==> config.mk <==
export PLATFORM = sky130hd
export DESIGN_NAME = mc_ctrl_ws_flat
export DESIGN_NICKNAME = d
export VERILOG_FILES = /design/src/rtl/mc_ctrl_ws_if.sv /design/src/rtl/mc_ctrl_ws.sv /design/src/flat_wrapper.sv
export SDC_FILE = /design/constraint.sdc
export NUM_CORES = 1
export LEC_CHECK = 0
export CAP_MARGIN = 0
export CORE_MARGIN = 4
export CORE_UTILIZATION = 40
export CTS_CLUSTER_DIAMETER = 30
export DETAILED_ROUTE_END_ITERATION = 10
export GPL_ROUTABILITY_DRIVEN = 0
export PLACE_DENSITY_LB_ADDON = 0.25
export SLEW_MARGIN = 20
export SYNTH_ARGS = -nofsm -noshare
export SYNTH_HDL_FRONTEND = slang
export SYNTH_SLANG_ARGS = --single-unit
==> constraint.sdc <==
create_clock -name clk -period 2.6 [get_ports clk]
set_input_delay 0.78 -clock clk [delete_from_list [all_inputs] [get_ports clk]]
set_output_delay 0.78 -clock clk [all_outputs]
set_load 0.03 [all_outputs]
==> src/rtl/mc_ctrl_ws_if.sv <==
// rtl/mc_ctrl_ws_if.sv - instruction/memory/datapath control bundle for mc_ctrl_ws
//
// Signals:
//   opcode[2:0], op[1:0]  instruction fields from the instruction register
//   mem_ready             memory finished the current MREAD/MWRITE this cycle
//   loada..write          datapath register/mux/write-back controls
//   load_ir..load_addr    fetch and address controls
//   nsel[2:0]             register select, one-hot: 100 Rn, 010 Rd, 001 Rm
//   vsel[3:0]             write-back source, one-hot: 0001 C, 0100 imm, 1000 mdata
//   mem_cmd[1:0]          00 none, 01 read, 10 write
//   halted/mem_err/illegal terminal-state flags
// master: the controller; slave: the datapath/memory side.
interface mc_ctrl_ws_if;
    logic [2:0] opcode;
    logic [1:0] op;
    logic       mem_ready;

    logic       loada;
    logic       loadb;
    logic       loadc;
    logic       loads;
    logic       asel;
    logic       bsel;
    logic       write;

    logic       load_ir;
    logic       load_pc;
    logic       reset_pc;
    logic       addr_sel;
    logic       load_addr;

    logic [2:0] nsel;
    logic [3:0] vsel;
    logic [1:0] mem_cmd;

    logic       halted;
    logic       mem_err;
    logic       illegal;

    modport master (
        input  opcode, op, mem_ready,
        output loada, loadb, loadc, loads, asel, bsel, write,
        output load_ir, load_pc, reset_pc, addr_sel, load_addr,
        output nsel, vsel, mem_cmd, halted, mem_err, illegal
    );

    modport slave (
        output opcode, op, mem_ready,
        input  loada, loadb, loadc, loads, asel, bsel, write,
        input  load_ir, load_pc, reset_pc, addr_sel, load_addr,
        input  nsel, vsel, mem_cmd, halted, mem_err, illegal
    );
endinterface

==> src/rtl/mc_ctrl_ws.sv <==
// rtl/mc_ctrl_ws.sv - multicycle CPU controller with bounded memory wait states
//
// Ports:
//   clk    rising-edge clock
//   reset  asynchronous active-high reset, forces RST
//   bus    mc_ctrl_ws_if.master: instruction fields and mem_ready in,
//          all datapath/fetch/memory controls and status flags out
// Parameters:
//   MAX_WAIT  memory wait cycles tolerated before FAULT (1..255)
//   CNT_W     wait-counter width, >= clog2(MAX_WAIT+1)
// All outputs are Moore: decoded from the state register, the wait counter
// and nothing else.
module mc_ctrl_ws #(
    parameter int MAX_WAIT = 4,
    parameter int CNT_W    = 8
) (
    input  logic             clk,
    input  logic             reset,
    mc_ctrl_ws_if.master     bus
);

    typedef enum logic [4:0] {
        S_RST     = 5'd0,
        S_IF1     = 5'd1,
        S_IF2     = 5'd2,
        S_UPDPC   = 5'd3,
        S_DECODE  = 5'd4,
        S_GETA    = 5'd5,
        S_GETB    = 5'd6,
        S_ALU     = 5'd7,
        S_WREG    = 5'd8,
        S_MOVIMM  = 5'd9,
        S_MOV1    = 5'd10,
        S_MOV2    = 5'd11,
        S_MOV3    = 5'd12,
        S_LS_A    = 5'd13,
        S_LS_ADD  = 5'd14,
        S_LS_ADDR = 5'd15,
        S_LD_MEM  = 5'd16,
        S_LD_WB   = 5'd17,
        S_ST_B    = 5'd18,
        S_ST_MEM  = 5'd19,
        S_HALT    = 5'd20,
        S_FAULT   = 5'd21,
        S_ILL     = 5'd22
    } state_t;

    localparam logic [1:0] MEM_NONE  = 2'b00;
    localparam logic [1:0] MEM_READ  = 2'b01;
    localparam logic [1:0] MEM_WRITE = 2'b10;

    localparam logic [2:0] NSEL_RN = 3'b100;
    localparam logic [2:0] NSEL_RD = 3'b010;
    localparam logic [2:0] NSEL_RM = 3'b001;

    localparam logic [3:0] VSEL_C     = 4'b0001;
    localparam logic [3:0] VSEL_IMM   = 4'b0100;
    localparam logic [3:0] VSEL_MDATA = 4'b1000;

    // Counter value held during the MAX_WAIT-th cycle of a wait state; a
    // not-ready cycle at this value is the last one tolerated.
    localparam logic [CNT_W-1:0] LAST_WAIT = CNT_W'(MAX_WAIT - 1);

    state_t           state_q, state_d;
    logic [CNT_W-1:0] cnt_q, cnt_d;
    logic             is_load_q, is_load_d;

    // ------------------------------------------------------------------
    // State register
    // ------------------------------------------------------------------
    always_ff @(posedge clk or posedge reset) begin
        if (reset) begin
            state_q   <= S_RST;
            cnt_q     <= '0;
            is_load_q <= 1'b0;
        end else begin
            state_q   <= state_d;
            cnt_q     <= cnt_d;
            is_load_q <= is_load_d;
        end
    end

    // ------------------------------------------------------------------
    // Next-state logic
    // ------------------------------------------------------------------
    always_comb begin
        state_d   = state_q;
        cnt_d     = cnt_q;
        is_load_d = is_load_q;

        case (state_q)
            S_RST:    state_d = S_IF1;
            S_IF1: begin
                if (bus.mem_ready)           state_d = S_IF2;
                else if (cnt_q == LAST_WAIT) state_d = S_FAULT;
                else                         cnt_d   = cnt_q + CNT_W'(1);
            end
            S_IF2:    state_d = S_UPDPC;
            S_UPDPC:  state_d = S_DECODE;
            S_DECODE: begin
                casez ({bus.opcode, bus.op})
                    5'b11010: state_d = S_MOVIMM;
                    5'b11000: state_d = S_MOV1;
                    5'b101??: state_d = S_GETA;
                    5'b01100: begin
                        state_d   = S_LS_A;
                        is_load_d = 1'b1;
                    end
                    5'b10000: begin
                        state_d   = S_LS_A;
                        is_load_d = 1'b0;
                    end
                    5'b111??: state_d = S_HALT;
                    default:  state_d = S_ILL;
                endcase
            end
            S_GETA:   state_d = S_GETB;
            S_GETB:   state_d = S_ALU;
            // CMP only updates status, so it never reaches write-back.
            S_ALU:    state_d = (bus.op == 2'b01) ? S_IF1 : S_WREG;
            S_WREG:   state_d = S_IF1;
            S_MOVIMM: state_d = S_IF1;
            S_MOV1:   state_d = S_MOV2;
            S_MOV2:   state_d = S_MOV3;
            S_MOV3:   state_d = S_IF1;
            S_LS_A:   state_d = S_LS_ADD;
            S_LS_ADD: state_d = S_LS_ADDR;
            S_LS_ADDR: state_d = is_load_q ? S_LD_MEM : S_ST_B;
            S_LD_MEM: begin
                if (bus.mem_ready)           state_d = S_LD_WB;
                else if (cnt_q == LAST_WAIT) state_d = S_FAULT;
                else                         cnt_d   = cnt_q + CNT_W'(1);
            end
            S_LD_WB:  state_d = S_IF1;
            S_ST_B:   state_d = S_ST_MEM;
            S_ST_MEM: begin
                if (bus.mem_ready)           state_d = S_IF1;
                else if (cnt_q == LAST_WAIT) state_d = S_FAULT;
                else                         cnt_d   = cnt_q + CNT_W'(1);
            end
            S_HALT:   state_d = S_HALT;
            S_FAULT:  state_d = S_FAULT;
            S_ILL:    state_d = S_ILL;
            default:  state_d = S_RST;
        endcase

        // Every fresh visit to a wait state starts with a zero count.
        if ((state_d != state_q) &&
            ((state_d == S_IF1) || (state_d == S_LD_MEM) || (state_d == S_ST_MEM))) begin
            cnt_d = '0;
        end
    end

    // ------------------------------------------------------------------
    // Output decode
    // ------------------------------------------------------------------
    always_comb begin
        bus.loada     = 1'b0;
        bus.loadb     = 1'b0;
        bus.loadc     = 1'b0;
        bus.loads     = 1'b0;
        bus.asel      = 1'b0;
        bus.bsel      = 1'b0;
        bus.write     = 1'b0;
        bus.load_ir   = 1'b0;
        bus.load_pc   = 1'b0;
        bus.reset_pc  = 1'b0;
        bus.addr_sel  = 1'b0;
        bus.load_addr = 1'b0;
        bus.nsel      = 3'b000;
        bus.vsel      = 4'b0000;
        bus.mem_cmd   = MEM_NONE;
        bus.halted    = 1'b0;
        bus.mem_err   = 1'b0;
        bus.illegal   = 1'b0;

        case (state_q)
            S_RST: begin
                bus.reset_pc = 1'b1;
                bus.load_pc  = 1'b1;
            end
            S_IF1: begin
                bus.addr_sel = 1'b1;
                bus.mem_cmd  = MEM_READ;
            end
            S_IF2: begin
                bus.addr_sel = 1'b1;
                bus.mem_cmd  = MEM_READ;
                bus.load_ir  = 1'b1;
            end
            S_UPDPC:  bus.load_pc = 1'b1;
            S_DECODE: ;
            S_GETA: begin
                bus.nsel  = NSEL_RN;
                bus.loada = 1'b1;
            end
            S_GETB: begin
                bus.nsel  = NSEL_RM;
                bus.loadb = 1'b1;
            end
            S_ALU: begin
                bus.loadc = 1'b1;
                bus.loads = 1'b1;
            end
            S_WREG: begin
                bus.nsel  = NSEL_RD;
                bus.vsel  = VSEL_C;
                bus.write = 1'b1;
            end
            S_MOVIMM: begin
                bus.nsel  = NSEL_RN;
                bus.vsel  = VSEL_IMM;
                bus.write = 1'b1;
            end
            S_MOV1: begin
                bus.nsel  = NSEL_RM;
                bus.loadb = 1'b1;
            end
            S_MOV2: begin
                bus.asel  = 1'b1;
                bus.loadc = 1'b1;
            end
            S_MOV3: begin
                bus.nsel  = NSEL_RD;
                bus.vsel  = VSEL_C;
                bus.write = 1'b1;
            end
            S_LS_A: begin
                bus.nsel  = NSEL_RN;
                bus.loada = 1'b1;
            end
            S_LS_ADD: begin
                bus.bsel  = 1'b1;
                bus.loadc = 1'b1;
            end
            S_LS_ADDR: bus.load_addr = 1'b1;
            S_LD_MEM: begin
                bus.mem_cmd = MEM_READ;
                bus.nsel    = NSEL_RD;
                bus.vsel    = VSEL_MDATA;
            end
            S_LD_WB: begin
                bus.nsel  = NSEL_RD;
                bus.vsel  = VSEL_MDATA;
                bus.write = 1'b1;
            end
            S_ST_B: begin
                bus.nsel  = NSEL_RD;
                bus.loadb = 1'b1;
            end
            S_ST_MEM: begin
                bus.asel    = 1'b1;
                bus.mem_cmd = MEM_WRITE;
                // C captures the store data only on the first cycle; the
                // counter is zero exactly then because entry clears it.
                bus.loadc   = (cnt_q == '0);
            end
            S_HALT:  bus.halted  = 1'b1;
            S_FAULT: bus.mem_err = 1'b1;
            S_ILL:   bus.illegal = 1'b1;
            default: ;
        endcase
    end

endmodule
==> src/flat_wrapper.sv <==
// flat-port wrapper written by rule: the top's interface ports become plain ports
module mc_ctrl_ws_flat 
#(
    parameter int MAX_WAIT = 4,
    parameter int CNT_W    = 8
)
  (clk, reset, bus_opcode, bus_op, bus_mem_ready, bus_loada, bus_loadb, bus_loadc, bus_loads, bus_asel, bus_bsel, bus_write, bus_load_ir, bus_load_pc, bus_reset_pc, bus_addr_sel, bus_load_addr, bus_nsel, bus_vsel, bus_mem_cmd, bus_halted, bus_mem_err, bus_illegal);
  mc_ctrl_ws_if bus_i ();
  input  logic clk;
  input  logic reset;
  input wire logic [$bits(bus_i.opcode)-1:0] bus_opcode;
  input wire logic [$bits(bus_i.op)-1:0] bus_op;
  input wire logic [$bits(bus_i.mem_ready)-1:0] bus_mem_ready;
  output wire logic [$bits(bus_i.loada)-1:0] bus_loada;
  output wire logic [$bits(bus_i.loadb)-1:0] bus_loadb;
  output wire logic [$bits(bus_i.loadc)-1:0] bus_loadc;
  output wire logic [$bits(bus_i.loads)-1:0] bus_loads;
  output wire logic [$bits(bus_i.asel)-1:0] bus_asel;
  output wire logic [$bits(bus_i.bsel)-1:0] bus_bsel;
  output wire logic [$bits(bus_i.write)-1:0] bus_write;
  output wire logic [$bits(bus_i.load_ir)-1:0] bus_load_ir;
  output wire logic [$bits(bus_i.load_pc)-1:0] bus_load_pc;
  output wire logic [$bits(bus_i.reset_pc)-1:0] bus_reset_pc;
  output wire logic [$bits(bus_i.addr_sel)-1:0] bus_addr_sel;
  output wire logic [$bits(bus_i.load_addr)-1:0] bus_load_addr;
  output wire logic [$bits(bus_i.nsel)-1:0] bus_nsel;
  output wire logic [$bits(bus_i.vsel)-1:0] bus_vsel;
  output wire logic [$bits(bus_i.mem_cmd)-1:0] bus_mem_cmd;
  output wire logic [$bits(bus_i.halted)-1:0] bus_halted;
  output wire logic [$bits(bus_i.mem_err)-1:0] bus_mem_err;
  output wire logic [$bits(bus_i.illegal)-1:0] bus_illegal;
  assign bus_i.opcode = bus_opcode;
  assign bus_i.op = bus_op;
  assign bus_i.mem_ready = bus_mem_ready;
  assign bus_loada = bus_i.loada;
  assign bus_loadb = bus_i.loadb;
  assign bus_loadc = bus_i.loadc;
  assign bus_loads = bus_i.loads;
  assign bus_asel = bus_i.asel;
  assign bus_bsel = bus_i.bsel;
  assign bus_write = bus_i.write;
  assign bus_load_ir = bus_i.load_ir;
  assign bus_load_pc = bus_i.load_pc;
  assign bus_reset_pc = bus_i.reset_pc;
  assign bus_addr_sel = bus_i.addr_sel;
  assign bus_load_addr = bus_i.load_addr;
  assign bus_nsel = bus_i.nsel;
  assign bus_vsel = bus_i.vsel;
  assign bus_mem_cmd = bus_i.mem_cmd;
  assign bus_halted = bus_i.halted;
  assign bus_mem_err = bus_i.mem_err;
  assign bus_illegal = bus_i.illegal;
  mc_ctrl_ws #(.MAX_WAIT(MAX_WAIT), .CNT_W(CNT_W)) u_core (.clk(clk), .reset(reset), .bus(bus_i));
endmodule
======== After elaboration in Yosys (flattened, before gate mapping) ========
Cells that the tools add are included.
Widths: inputs -> output; s select.
word-level totals
  register bits after elaboration ......... 14
  output and inout bits ................... 24
  input bits .............................. 8
  logic and storage cells ................. 96
operators by class
  reductions and logical operators ........ 25
  $add $sub $neg .......................... 1
  eq/ne operators ......................... 36
  muxes and demuxes ....................... 31
operators by type and width
  operator             count
  $pmux 5 s19          1
  $eq 5x5->1 const B   12
  $eq 5x4->1 const B   9
  $mux 8               4
  $pmux 5 s5           1
  $eq 5x3->1 const B   4
  $mux 5               4
  $reduce_or 2->1      8
  $reduce_or 3->1      5
  $mux 1               14
  $pmux 4 s3           1
  $eq 5x1->1 const B   2
  $eq 5x2->1 const B   2
  $reduce_or 5->1      2
  $pmux 3 s3           1
  $add 8x1->8 const B  1
  $eq 8x2->1 const B   1
  $logic_not 8->1      1
  $eq 3x3->1 const B   2
  $logic_not 5->1      1
  $ne 5x5->1           1
  $mux 4               1
  $pmux 1 s2           2
  $pmux 2 s2           1
  10 further kinds     12

======== Logic depth before layout (Yosys ltp) ========
  depth in word-level cells ............... 10
  depth in mapped cells ................... 11
  depth with buffers taken out ............ 8

======== Worst setup path before layout ========
No wires, ideal clock.
  kind .................................... register to output
  from .................................... reg u_core.state_q[4]
  to ...................................... out bus_asel
  cell stages (with the launch flop) ...... 6
  path slack .............................. -0.028 ns
  data arrival time ....................... 1.848 ns
  cells stage by stage .................... dfrtp_1 > buf_6 > clkbuf_1 > clkbuf_1 > nand2b_1 > a211oi_1
between the ends
  longest elaborated chain between the ends .. 3
  elaborated cells on any way between the ends .. 4
  those cells by class .................... eq/ne: 2; mux: 1; reduce/logical: 1
RTL lines
  item                                             line                text
  start: declaration                               mc_ctrl_ws.sv:64    state_t state_q, state_d;
  start signal: assignment                         mc_ctrl_ws.sv:77    state_q <= state_d;
  $eq 5x4->1 / $eq 5x5->1 (equally long branches)  mc_ctrl_ws.sv:177   case (state_q)
  $reduce_or 2->1 (no line) *                      -
  $mux 1 *                                         mc_ctrl_ws.sv:177
  end: declaration                                 flat_wrapper.sv:18  output wire logic [$bits(bus_i.asel)-1:0] bus_asel;
Mark *: on every way between the ends. The rest lies on a longest branch, timed or not.

======== Worst setup path in the final report ========
  from .................................... reg u_core.state_q[2]
  to ...................................... out bus_load_pc
between the ends
  longest elaborated chain between the ends .. 3
  elaborated cells on any way between the ends .. 4
  those cells by class .................... eq/ne: 1; mux: 1; reduce/logical: 2
RTL lines
  item                                                  line                text
  $eq 5x2->1 / $logic_not 5->1 (equally long branches)  mc_ctrl_ws.sv:177
  $reduce_or 2->1 (no line) *                           -
  $mux 1 *                                              mc_ctrl_ws.sv:177
  end: declaration                                      flat_wrapper.sv:22  output wire logic [$bits(bus_i.load_pc)-1:0] bus_load_pc;
Marked as above.

==> Implementation_results.wiki <==
{| class="wikitable"
! Metric !! Value
|-
| CTS tree || yes
|-
| Min Clock Period, post-route || 2.53 ns
|-
| Diodes inserted || 0
|-
| Area of the mapped netlist || 0.00147 sq mm
|-
| Power per cell area || 237 mW/mm^2
|-
| Final Setup Violations || 0
|-
| Clock skew after layout || 0.00116 ns
|-
| Commonest non-fill, non-tap cell in the layout || buf_4
|-
| Worst setup slack for register-to-register paths || 0.19 ns
|-
| Initial antenna violation count || 0
|-
| Smallest setup slack after layout || 0.0658 ns
|-
| Setup slack after placement || -0.533 ns
|-
| Fmax achieved || 0.395 GHz
|-
| Maximum number of pins on one net before global-route repair || 16
|-
| Clock-pin slew on the worst setup and hold paths || 0.05 ns
|-
| Root buf cell || clkbuf_8
|-
| Layout cells sized above 1 || 33.2%
|-
| Starting utilization of the core area || 42.6%
|-
| Warnings, synthesis || 0
|-
| Critical path startpoint category || flop
|-
| Count of input and output buffers || 30
|-
| Final-stage net count || 259
|-
| Global-route usage over all layers || 19.4%
|-
| Total routed wirelength || 4.18 mm
|-
| Core Footprint || 0.00344 sq mm
|-
| Number of H-tree levels || 1
|-
| Crit-path max FO || 12
|-
| Source-to-sink clock delay at the later pin of the worst-skew pair || 0.24 ns
|-
| Clock sink total || 14
|-
| Unrepaired setup endpoints after global routing || no
|-
| Overall via count from detail_route || 1588
|-
| Worst hold margin || 0.550 ns
|-
| Largest family of logic cells by synthesized area || simple AND/OR/NAND/NOR gates
|-
| Syn Area/Cell || 7.44 sq um
|-
| Remaining global-route overflow || 0
|-
| CP Data Arrival Time || 1.75 ns
|-
| Final hold violations || 0
|-
| Pwr Total || 0.000474 W
|-
| Sum Neg Setup Slack || 0 ns
|-
| Ports placed on the boundary || 32
|-
| Maximum Capacitance Violations || 0
|-
| XOR/XNOR share of the synthesized area || 2.39%
|-
| Total leakage power || 0.885 nW
|-
| Register-to-Register Path Depth || 9
|-
| Synth top area cells || dfrtp_1 (24%), nor2_1 (6.4%), o21ai_0 (6.1%), a21oi_1 (4.4%), nand2_1 (3.6%)
|-
| Die Width || 68.5 um
|-
| Cell accounting for the most synthesized area || dfrtp_1
|-
| Post-DR vias/cell || 5.42
|-
| Min-Delay Endpoint || u_core.is_load_q
|-
| Slew Limit Headroom || 65.8%
|-
| Tightest Pin Transition || 0.512 ns
|-
| Capture instance of the worst register-to-register path || u_core.cnt_q[6]
|-
| Portion of the clock cycle consumed by the worst path in the final layout || 97.5%
|-
| Netlist cell types || 55
|-
| Vertical die dimension || 68.5 um
|-
| Vias in the first global route || 1471
|-
| Fraction of the mapped netlist area in simple logic gates || 37.1%
|-
| Seq cells post-synth || 14
|-
| Fraction of synthesized area in multiplexers || 2.05%
|-
| Per-cell routed wire length || 14.3 um
|-
| Classification of the worst-slack hold path || flop to flop
|-
| Highest ir drop seen on vdd || 0.000301 V
|-
| Source of the worst register-to-register timing path || u_core.state_q[4]
|-
| Synth-to-layout area growth || 36.4%
|-
| Cell count after synthesis || 197
|-
| Antenna viol nets, final || 0
|-
| Cell count of the worst hold path || 1
|-
| Sequential fraction of the synthesis area || 23.9%
|-
| Status || finished, final reports clean
|-
| Crit path required time || 1.82 ns
|-
| Sort of element at the end of the critical path || output pin
|-
| Adder-cell share of the synthesized area || 1.71%
|-
| Total clock buffers created by CTS || 3
|-
| Number of rows created at floorplan || 21
|-
| Number of DRC markers in iteration 0 || 90
|-
| Die area || 0.00469 sq mm
|-
| DRC violation count after routing || 0
|-
| Area share of the largest cell type after synthesis || 23.9%
|-
| Hold path start || u_core.is_load_q
|-
| Clock Tree Buf Depth || 2
|-
| Commonest cells after routing, fill and taps aside || buf_4 (51), nor2_1 (24), o21ai_0 (18)
|-
| Hold buffers post-CTS || 0
|-
| Compound-cell area share of the yosys netlist || 23.6%
|-
| Core utilization of the finished layout || 58.1%
|-
| Global-route wire length before repair || 6.90 mm
|-
| DP Wirelength || 3.15 mm
|-
| Fin. max-slew vios || 0
|-
| Number of search-and-repair iterations in the first detailed-routing pass || 5
|-
| Syn Nets || 207
|-
| Type of the worst setup path || flop to output pin
|}
[worst max path at each step]
stage / start / slack (ns) / depth (start not counted) / end
final: u_core.state_q[2] / 0.07 / 4 / bus_load_pc
after global routing: bus_mem_ready / 0.003 / 9 / u_core.cnt_q[4]
after CTS: u_core.state_q[4] / 0.005 / 3 / bus_nsel[2]
after detailed placement: bus_opcode[1] / -0.53 / 9 / u_core.cnt_q[3]
after global placement: bus_op[0] / -0.48 / 9 / u_core.cnt_q[0]
after floorplan: u_core.state_q[4] / 0.1 / 5 / bus_vsel[2]
[metal layers]
layer,vias to the layer above,part of all wire (%),track usage (%)
met3,4,5.1,2.27
met1,737,44,25.0
met2,38,50,32.9
met4,0,1.3,7.44
met5,-,0,0
li1,809,-,-
[worst max-delay path, stage by stage, from the launching register on]
cell     delay [ns]
dfrtp_2        0.49
buf_4          0.20
or3_1          0.44
and3b_1        0.24
buf_4          0.15
[logic make-up (layout without fill, tap and decap cells)]
kind of cell | after synthesis | after routing
xor+xnor | 4 | 4
mux | 3 | 3
other cells | 1 | 1
buf+inv | 24 | 73
compound gates | 53 | 53
simple gates | 96 | 97
fa+ha+maj | 2 | 2
flops | 14 | 14
[stage by stage]
| step | area [sq um] | std cells |
|---|---|---|
| final | 2000 | 293 |
| after global routing | 2000 | 293 |
| after CTS | 1960 | 290 |
| after detailed placement | 1890 | 286 |
| after global placement | 1890 | 286 |
| after floorplan | 1470 | 197 |
[registers in the layout (all words and copies together) (netlist names)]
| register | cells |
|---|---|
| u_core.cnt_q | 8 |
| u_core.is_load_q | 1 |
| u_core.state_q | 5 |
[synthesized netlist by cell type (all sizes together)]
cell type / instances
nand4: 3
and2: 2
and3b: 1
o31a: 1
a221o: 1
a21oi: 15
xnor2: 4
or3b: 2
nand4b: 1
nand3b: 3
o32ai: 1
nand4bb: 1
o211ai: 2
nand3: 5
ha: 2
and4b: 1
or4: 1
mux2i: 3
nor2b: 8
and3: 2
nand2: 14
or3: 8
o2111ai: 1
nor3b: 2
nor4b: 2
o21ai: 18
o2bb2ai: 2
nor2: 26
inv: 9
a221oi: 1
a31oi: 3
dfrtp: 14
o311a: 3
nand2b: 6
a211oi: 2
conb: 1
a22oi: 1
nor3: 3
buf: 10
a32o: 1
clkbuf: 5
o311ai: 1
or2: 2
nor4: 3
[layout make-up]
class	instances	area, sq um
clock buffers	3	41.3
well taps	46	57.6
flip-flops and latches	14	353
multi-input cells	160	1050
repair buffers	61	460
fillers	348	1440
inverters	9	36.3
[what timing repair did]
| action | in CTS | in global routing |
|---|---|---|
| resized for setup | 17 | 14 |
| setup endpoints to repair | 11 | 14 |
| cloned | 1 | 0 |
| endpoints found under the hold margin | 0 | 0 |
| setup buffers | 0 | 3 |
| pin swaps | 3 | 3 |
[power breakdown]
group | switching, W | total (W) | internal (W)
clock network | 0.0000709 | 0.000173 | 0.000102
registers | 0.00000209 | 0.000221 | 0.000219
logic | 0.0000437 | 0.0000798 | 0.0000361
total | 0.000117 | 0.000474 | 0.000357
Note: power is estimated with default switching activity, not from simulation.
